[config.mk]
export PLATFORM = sky130hd
export DESIGN_NAME = edit_mode_controller
export DESIGN_NICKNAME = d
export VERILOG_FILES = /design/src/rtl/edit_mode_controller.sv
export SDC_FILE = /design/constraint.sdc
export NUM_CORES = 1
export LEC_CHECK = 0
export CORE_MARGIN = 1.5
export CORE_UTILIZATION = 40
export DETAILED_ROUTE_END_ITERATION = 10
export SETUP_SLACK_MARGIN = 0.15
export SLEW_MARGIN = 20
export SYNTH_ARGS = -nofsm -noshare
export SYNTH_HDL_FRONTEND = slang
export SYNTH_SLANG_ARGS = --single-unit
[constraint.sdc]
create_clock -name clk -period 6.57 [get_ports clk]
set_clock_uncertainty 0.05 [all_clocks]
set_input_delay 0.657 -clock clk [delete_from_list [all_inputs] [get_ports clk]]
set_output_delay 0.657 -clock clk [all_outputs]
set_load 0.02 [all_outputs]
[src/rtl/edit_mode_controller.sv]
// Front-panel edit sequencer: button sync/debounce, RUN/F0/F1/F2 edit FSM, adjust pulses.
// Optional auto-repeat of held inc/dec buttons when EDIT_AUTOREPEAT_EN is defined.
//
// state | meaning
// RUN   | counters advance, no field selected
// F0    | editing sec (time) / day (date)
// F1    | editing min (time) / month (date)
// F2    | editing hour (time) / year (date)
module edit_mode_controller #(
  parameter int DEBOUNCE_CYC     = 1_000_000,
  parameter int REPEAT_DELAY_CYC = 25_000_000,
  parameter int REPEAT_RATE_CYC  = 6_250_000,
  parameter int TIMEOUT_S        = 10
) (
  input  logic       clk,
  input  logic       rst_n,
  input  logic       tick_1s,
  input  logic       sw_mode,
  input  logic       btn_change_n,
  input  logic       btn_inc_n,
  input  logic       btn_dec_n,
  output logic [2:0] field_sel,
  output logic       inc_pulse,
  output logic       dec_pulse,
  output logic       run_en,
  output logic [2:0] edit_led
);

  localparam int DB_W = $clog2(DEBOUNCE_CYC + 1);
  localparam logic [DB_W-1:0] DB_LIM = DB_W'(DEBOUNCE_CYC);
  localparam int TO_W = $clog2(TIMEOUT_S + 1);
  localparam logic [TO_W-1:0] TO_LIM = TO_W'(TIMEOUT_S);

  typedef enum logic [1:0] {RUN, F0, F1, F2} state_t;

  state_t state, state_nxt;

  // bit 0 = change, bit 1 = inc, bit 2 = dec
  logic [2:0]      btn_raw, sync1, sync2, deb, db_flip, press_ev;
  logic [DB_W-1:0] db_cnt [3];
  logic [DB_W-1:0] db_cnt_nxt [3];

  logic            chg_ev, inc_ev, dec_ev, any_ev;
  logic            mode_q, mode_edge;
  logic            in_edit, adj_ok, to_hit;
  logic [TO_W-1:0] to_cnt, to_cnt_nxt;
  logic            rpt_fire, rpt_dec;
  logic            inc_d, dec_d;
  logic [2:0]      sel_nxt;

  assign btn_raw = {btn_dec_n, btn_inc_n, btn_change_n};

  // The level flips on the cycle the mismatch count would reach the limit,
  // so the press event lands one cycle later and the FSM reacts one after that.
  always_comb begin
    for (int i = 0; i < 3; i++) begin
      db_cnt_nxt[i] = (db_cnt[i] == DB_LIM) ? db_cnt[i] : db_cnt[i] + 1'b1;
      db_flip[i]    = (sync2[i] != deb[i]) && (db_cnt_nxt[i] == DB_LIM);
    end
  end

  always_ff @(posedge clk or negedge rst_n) begin
    if (!rst_n) begin
      sync1    <= '1;
      sync2    <= '1;
      deb      <= '1;
      press_ev <= '0;
      for (int i = 0; i < 3; i++) db_cnt[i] <= '0;
    end else begin
      sync1 <= btn_raw;
      sync2 <= sync1;
      for (int i = 0; i < 3; i++) begin
        if (sync2[i] == deb[i] || db_flip[i]) db_cnt[i] <= '0;
        else                                  db_cnt[i] <= db_cnt_nxt[i];
        if (db_flip[i]) deb[i] <= sync2[i];
        press_ev[i] <= db_flip[i] & ~sync2[i];
      end
    end
  end

  assign chg_ev    = press_ev[0];
  assign inc_ev    = press_ev[1];
  assign dec_ev    = press_ev[2];
  assign any_ev    = |press_ev;
  assign mode_edge = sw_mode ^ mode_q;
  assign in_edit   = (state != RUN);
  assign adj_ok    = in_edit & ~mode_edge & ~chg_ev;

  assign to_cnt_nxt = (to_cnt == TO_LIM) ? to_cnt : to_cnt + 1'b1;
  assign to_hit     = in_edit & tick_1s & (to_cnt_nxt == TO_LIM) & ~any_ev & ~rpt_fire;

`ifdef EDIT_AUTOREPEAT_EN
  localparam int RP_MAX = (REPEAT_DELAY_CYC > REPEAT_RATE_CYC) ? REPEAT_DELAY_CYC : REPEAT_RATE_CYC;
  localparam int RP_W   = $clog2(RP_MAX + 1);
  localparam logic [RP_W-1:0] RP_SAT   = RP_W'(RP_MAX);
  localparam logic [RP_W-1:0] DLY_LIM  = RP_W'(REPEAT_DELAY_CYC);
  localparam logic [RP_W-1:0] RATE_LIM = RP_W'(REPEAT_RATE_CYC);

  logic            rpt_active, rpt_rate, rpt_hold, rpt_start;
  logic [RP_W-1:0] rpt_cnt, rpt_cnt_nxt;

  assign rpt_cnt_nxt = (rpt_cnt == RP_SAT) ? rpt_cnt : rpt_cnt + 1'b1;
  // Repeat only while the owning button alone stays debounced-low.
  assign rpt_hold  = adj_ok & (rpt_dec ? (~deb[2] & deb[1]) : (~deb[1] & deb[2]));
  assign rpt_start = adj_ok & (inc_ev ^ dec_ev);
  assign rpt_fire  = rpt_active & rpt_hold &
                     (rpt_cnt_nxt == (rpt_rate ? RATE_LIM : DLY_LIM));

  always_ff @(posedge clk or negedge rst_n) begin
    if (!rst_n) begin
      rpt_active <= 1'b0;
      rpt_dec    <= 1'b0;
      rpt_rate   <= 1'b0;
      rpt_cnt    <= '0;
    end else if (rpt_start) begin
      rpt_active <= 1'b1;
      rpt_dec    <= dec_ev;
      rpt_rate   <= 1'b0;
      rpt_cnt    <= '0;
    end else if (!rpt_active || !rpt_hold || state_nxt != state) begin
      rpt_active <= 1'b0;
      rpt_cnt    <= '0;
    end else if (rpt_fire) begin
      rpt_rate <= 1'b1;
      rpt_cnt  <= '0;
    end else begin
      rpt_cnt <= rpt_cnt_nxt;
    end
  end
`else
  assign rpt_fire = 1'b0;
  assign rpt_dec  = 1'b0;
`endif

  always_comb begin
    state_nxt = state;
    if (mode_edge) begin
      state_nxt = RUN;
    end else if (chg_ev) begin
      case (state)
        RUN:     state_nxt = F0;
        F0:      state_nxt = F1;
        F1:      state_nxt = F2;
        default: state_nxt = RUN;
      endcase
    end else if (to_hit) begin
      state_nxt = RUN;
    end
  end

  always_comb begin
    inc_d = adj_ok & ((inc_ev & ~dec_ev) | (rpt_fire & ~rpt_dec));
    dec_d = adj_ok & ((dec_ev & ~inc_ev) | (rpt_fire &  rpt_dec));
  end

  always_comb begin
    sel_nxt = 3'b000;
    case (state_nxt)
      F0:      sel_nxt = 3'b001;
      F1:      sel_nxt = 3'b010;
      F2:      sel_nxt = 3'b100;
      default: sel_nxt = 3'b000;
    endcase
  end

  always_ff @(posedge clk or negedge rst_n) begin
    if (!rst_n) begin
      state     <= RUN;
      mode_q    <= 1'b0;
      to_cnt    <= '0;
      field_sel <= 3'b000;
      edit_led  <= 3'b000;
      run_en    <= 1'b1;
      inc_pulse <= 1'b0;
      dec_pulse <= 1'b0;
    end else begin
      state  <= state_nxt;
      mode_q <= sw_mode;
      if (!in_edit || any_ev || rpt_fire) to_cnt <= '0;
      else if (tick_1s)                   to_cnt <= to_cnt_nxt;
      field_sel <= sel_nxt;
      edit_led  <= sel_nxt;
      run_en    <= (state_nxt == RUN);
      inc_pulse <= inc_d;
      dec_pulse <= dec_d;
    end
  end

endmodule

**Word level (Yosys, flattened, before mapping)**

Index checks and enable logic that the tools add are counted.
W data, S select, Z words.

- Add/sub/neg operators: 4
- Eq/ne operators: 19
- Mux-type cells: 14
- Bitwise operators: 21
- Reductions and logical operators: 13

Operator list:

| kind | number |
|---|---|
| $eq A20 B20 Y1 const B | 6 |
| $mux W20 | 6 |
| $add A20 B1 Y20 const B | 3 |
| $and A1 B1 Y1 | 12 |
| $mux W4 | 3 |
| $pmux W3 S3 | 1 |
| $eq A4 B4 Y1 const B | 2 |
| $not A1 Y1 | 8 |
| $eq A2 B2 Y1 const B | 3 |
| $mux W2 | 3 |
| $pmux W2 S3 | 1 |
| $add A4 B1 Y4 const B | 1 |
| $eq A2 B1 Y1 const B | 2 |
| $logic_not A2 Y1 | 2 |
| $logic_or A1 B1 Y1 | 4 |
| $reduce_bool A2 Y1 | 2 |
| $eq A1 B1 Y1 | 3 |
| $logic_and A1 B1 Y1 | 3 |
| $ne A1 B1 Y1 | 3 |
| $reduce_or A3 Y1 | 1 |
| $logic_not A1 Y1 | 1 |
| $xor A1 B1 Y1 | 1 |

- Bits in registers: 85
- Input bits: 7
- Output and inout bits: 9
- Word-level logic and storage cells: 87

**Depth between registers and ports, before layout**

- Depth after elaboration: 10
- Gate-level depth with buffers: 12
- Mapped depth without buffers: 8

**Worst setup path after synthesis**

OpenSTA, ideal clock, no wires.

- Path type: register to register
- Start point: reg db_cnt[23] (netlist name)
- End point: reg deb[1]
- Setup time: 0.082 ns
- Data arrival time: 3.039 ns
- Data required time: 6.438 ns
- Slack: 3.398 ns
- Stages on the path, launching flop included: 9
- Buffers on the path: 2
- Period minus slack after synthesis: 3.172 ns
- Cell sequence: dfrtp_1 -> buf_6 -> or4_1 -> or4b_4 -> or4_1 -> a2111oi_1 -> o2111a_1 -> buf_6 -> mux2_4

- Word-level cells in the longest chain between the ends: 4
- Elaborated cells on any way between the ends: 5
- Classes of those cells: add/sub: 1; eq/ne: 2; mux: 1; reduce/logical: 1

RTL lines:

| what | line | source |
|---|---|---|
| from (decl) | 40 | `logic [DB_W-1:0] db_cnt [3];` |
| from (signal, indexed assignment) | 74 | `else db_cnt[i] <= db_cnt_nxt[i];` |
| $add A20 B1 Y20 / $eq A20 B20 Y1 (equally long branches) | 57 | `db_cnt_nxt[i] = (db_cnt[i] == DB_LIM) ? db_cnt[i] : db_cnt[i] + 1'b1;` |
| $mux W20 (*) | 57 |  |
| $eq A20 B20 Y1 (*) | 58 | `db_flip[i] = (sync2[i] != deb[i]) && (db_cnt_nxt[i] == DB_LIM);` |
| $logic_and A1 B1 Y1 (*) | 58 |  |
| to (signal, indexed assignment) | 75 | `if (db_flip[i]) deb[i] <= sync2[i];` |
| to (decl) | 39 | `logic [2:0] btn_raw, sync1, sync2, deb, db_flip, press_ev;` |

Mark *: on every way between the ends. The rest lies on a longest branch, timed or not.
A chain may end at the register's enable or synchronous reset.

**Worst setup path after layout**

Ends and elaborated chain as after synthesis.

==> results.toml <==
[outcome]
status = "complete, no violations"

[min_path]
min_path_type = "input pin to async pin"

[pwr]
switching_power_uw = 259
post-layout-total-power_uw = 1120
p_int_uw = 857
ir_worst_vdd_mv = 0.0975
leakage_uw = 0.00204
p_sw_frac = 0.232
power_frac_seq = 0.485
power.density_cell_area_nw_per_um2 = 205
combPwrFrac = 0.045
clock_power_share = 0.470

[die]
placeable_area_um2 = 12000
dieWidth_um = 114
starting_density_of_the_core = 0.409
design.die.area_um2 = 12900
die_h_um = 114
floorplan.rows = 40
boundaryPins = 16

[timing]
max_slew_violation_count = 0
worst-slew-pin-transition_ns = 1.08
unrepaired_setup_endpoints_after_global_routing = "no"
report.final.hold_viol_count = 0
final.min_clock_period_ns = 3.66
final-setup-viol-count = 0
timing.slew.headroom = 0.281
final_cycle_utilization_of_the_critical_path = 0.557
max_clock_freq_ghz = 0.273
setup-tns-final_ns = 0

[critical_path]
timing_worst_setup_path_type = "flip-flop to flip-flop"
critical_path.endpoint_type = "flip-flop"
timing.critical_path.to = "deb[1]"
worst-endpoint-required_ns = 6.79
r2r_slack_ns = 2.91
critical_path_arrival_ns = 3.88
critical_path.reg2reg.endpoint = "deb[1]"
setup.worst_path.start = "db_cnt[23]"
timing.critical_path.from_type = "flip-flop"
cp_max_fo = 19
worst-r2r-cell-count = 6
worst_r2r_startpoint = "db_cnt[23]"

[drt]
wl_per_cell_um = 14.6
drc = 0
ant_nets = 0
route.detailed.vias_per_inst = 5.63
drt_wl_total_mm = 9.91
via_count = 3823
drt_pass1_iterations = 4
drt_iter0_markers = 300

[clock_network]
cts.path.max_buffers = 2
ctsHtreeMaxLevel = 3
insertion_delay_ns = 0.34
clockRootBuffer = "sky130_fd_sc_hd__clkbuf_16"
post_cts_hold_buffer_count = 0
cts_resized = 0
cts_inserted_buffers = 9
cts.clk_slew.worst_paths_ns = 0.06
tritoncts = "done"
tritoncts_num_sinks = 85
post-cts-setup-buffer-count = 0

[logic_synthesis]
seq_area_frac_synth = 0.436
post_synth.cell_area_avg_um2 = 9.35
mappedNetlistNets = 542
post_synth_main_area_contributors = "sky130_fd_sc_hd__dfrtp_1 (38%), sky130_fd_sc_hd__xnor2_1 (6.1%), sky130_fd_sc_hd__nor3_1 (5.9%)"
synth.ff_latch_count = 85
count_of_flip_flops_with_a_built_in_enable_after_synthesis = 0
yosysWarnings = 0
synth_common_cells = "sky130_fd_sc_hd__dfrtp_1 (75), sky130_fd_sc_hd__nor3_1 (58), sky130_fd_sc_hd__nor2_1 (53)"
netlist.top_cell.by_area = "sky130_fd_sc_hd__dfrtp_1"
ys_async_sr_fraction = 1.00
synth_cell_types = 59
synth_cells = 525
synth-main-ff-cell = "sky130_fd_sc_hd__dfrtp_1"
yosysMostFrequentCell = "sky130_fd_sc_hd__dfrtp_1"
netlist.area_leader.share = 0.382
syn_area_um2 = 4910

[grt]
grt_first_pass_wirelength_mm = 17.3
grt_antenna_before_repair = 0
grt_usage = 0.165
pin_count_of_the_biggest_net_entering_global_routing = 50
first_global_vias = 3695
congestion_overflow_gr = 0

[finish]
instances_no_fill = 679
design_area_um2 = 5440
design.final.nets = 544
nFillCells = 1154
layout-area-overhead-vs-synth_pct = 10.8
diodes = 0
drive_above_1_share = 0.0808

[place]
placedCellCount = 663
finalWeightedCongestion = 0.821
post_dp_cell_area_um2 = 5130
dp_hpwl_mm = 6.85
port_buffers = 15

[flow_run]
max_cap_violations = 0
[worst max-delay path: stages, from the launching register on]
cell and delay [ns]:
sky130_fd_sc_hd__dfrtp_1 0.46, sky130_fd_sc_hd__or4_1 0.55, sky130_fd_sc_hd__or4b_4 0.55, sky130_fd_sc_hd__or4_1 0.51, sky130_fd_sc_hd__a2111oi_1 0.40, sky130_fd_sc_hd__o2111a_1 0.72
sky130_fd_sc_hd__mux2_4 0.35
[cell type report]
cell class / count / area [µm²] / area share
Clock buffer: 10 / 239 / 0.0440
Tap cell: 147 / 184 / 0.0338
Multi-Input combinational cell: 391 / 2550 / 0.469
Inverter: 22 / 82.6 / 0.0152
Timing Repair Buffer: 18 / 170 / 0.0313
Clock inverter: 6 / 71.3 / 0.0131
Sequential cell: 85 / 2140 / 0.394
[cell families (layout without fill, tap and decap cells)]
kind of cell,count (synthesis),count (layout),share of synthesized area
mux,10,10,0.0222
compound gates,58,58,0.0874
simple gates,250,250,0.272
flops,85,85,0.436
buf+inv,49,56,0.0446
fa+ha+maj,10,10,0.0255
xor+xnor,63,63,0.112
[power groups by stage]
stage / Combinational (µW) / Clock (µW) / Sequential (µW)
2_1_floorplan: 31.6 / 0 / 546
3_3_place_gp: 49.5 / 0 / 550
3_5_place_dp: 50.7 / 0 / 551
4_1_cts: 51.0 / 540 / 541
5_1_grt: 56.7 / 561 / 543
6_report: 50.0 / 524 / 542
[sequential cells by signal, indices dropped and copies added, names as in the netlist, 2 cells and up]
name and cells:
state 2, deb 3, sync1 3, db_cnt 60, edit_led 3, sync2 3
to_cnt 4, press_ev 3
[through the flow]
| step | setup slack, ns | utilization | hold slack [ns] |
|---|---|---|---|
| 6_report | 2.91 | 0.453 | 0.210 |
| 5_1_grt | 2.68 | 0.453 | 0.246 |
| 4_1_cts | 2.88 | 0.453 | 0.230 |
| 3_5_place_dp | 2.86 | 0.427 | 0.299 |
| 3_3_place_gp | 2.94 | 0.427 | 0.297 |
| 2_1_floorplan | 3.40 | - | 0.295 |
[per-layer routing]
layer,vias to the layer above,part of all wire,GRT usage
li1,1888,-,-
met4,0,0.021,0.0750
met3,15,0.029,0.0298
met2,50,0.47,0.268
met5,-,0,0
met1,1870,0.48,0.216
[cells in the final DEF, fill, tap and decap left out, types with 4 or more instances in the layout]
master	synthesis	final
sky130_fd_sc_hd__clkbuf_16	0	9
sky130_fd_sc_hd__inv_1	22	22
sky130_fd_sc_hd__ha_1	10	10
sky130_fd_sc_hd__nor4_1	11	11
sky130_fd_sc_hd__nor3b_1	4	4
sky130_fd_sc_hd__nand2b_1	8	8
sky130_fd_sc_hd__a21oi_1	10	10
sky130_fd_sc_hd__or3b_2	5	5
sky130_fd_sc_hd__clkdlybuf4s50_1	0	14
sky130_fd_sc_hd__nand4_1	21	21
sky130_fd_sc_hd__or4_1	8	8
sky130_fd_sc_hd__nor3_1	58	58
sky130_fd_sc_hd__mux2i_1	6	6
sky130_fd_sc_hd__or3_1	5	5
sky130_fd_sc_hd__dfstp_2	10	10
sky130_fd_sc_hd__and4_1	4	4
sky130_fd_sc_hd__dfrtp_1	75	75
sky130_fd_sc_hd__xor2_1	29	29
sky130_fd_sc_hd__nor2_1	53	53
sky130_fd_sc_hd__a211oi_1	4	4
sky130_fd_sc_hd__nand2_1	24	24
sky130_fd_sc_hd__buf_4	3	4
sky130_fd_sc_hd__nor2b_1	4	4
sky130_fd_sc_hd__and2_1	5	5
sky130_fd_sc_hd__xnor2_1	34	34
sky130_fd_sc_hd__nand3_1	29	29
sky130_fd_sc_hd__o21ai_0	11	11
[how the worst min path moves through the flow]
stage                  to  slack [ns]
6_report       db_cnt[58]        0.21
3_3_place_gp     sync2[1]        0.30
4_1_cts        db_cnt[42]        0.23
2_1_floorplan    sync2[0]        0.30
3_5_place_dp     sync2[2]        0.30
5_1_grt        db_cnt[43]        0.25
Note: power is estimated with default switching activity, not from simulation.
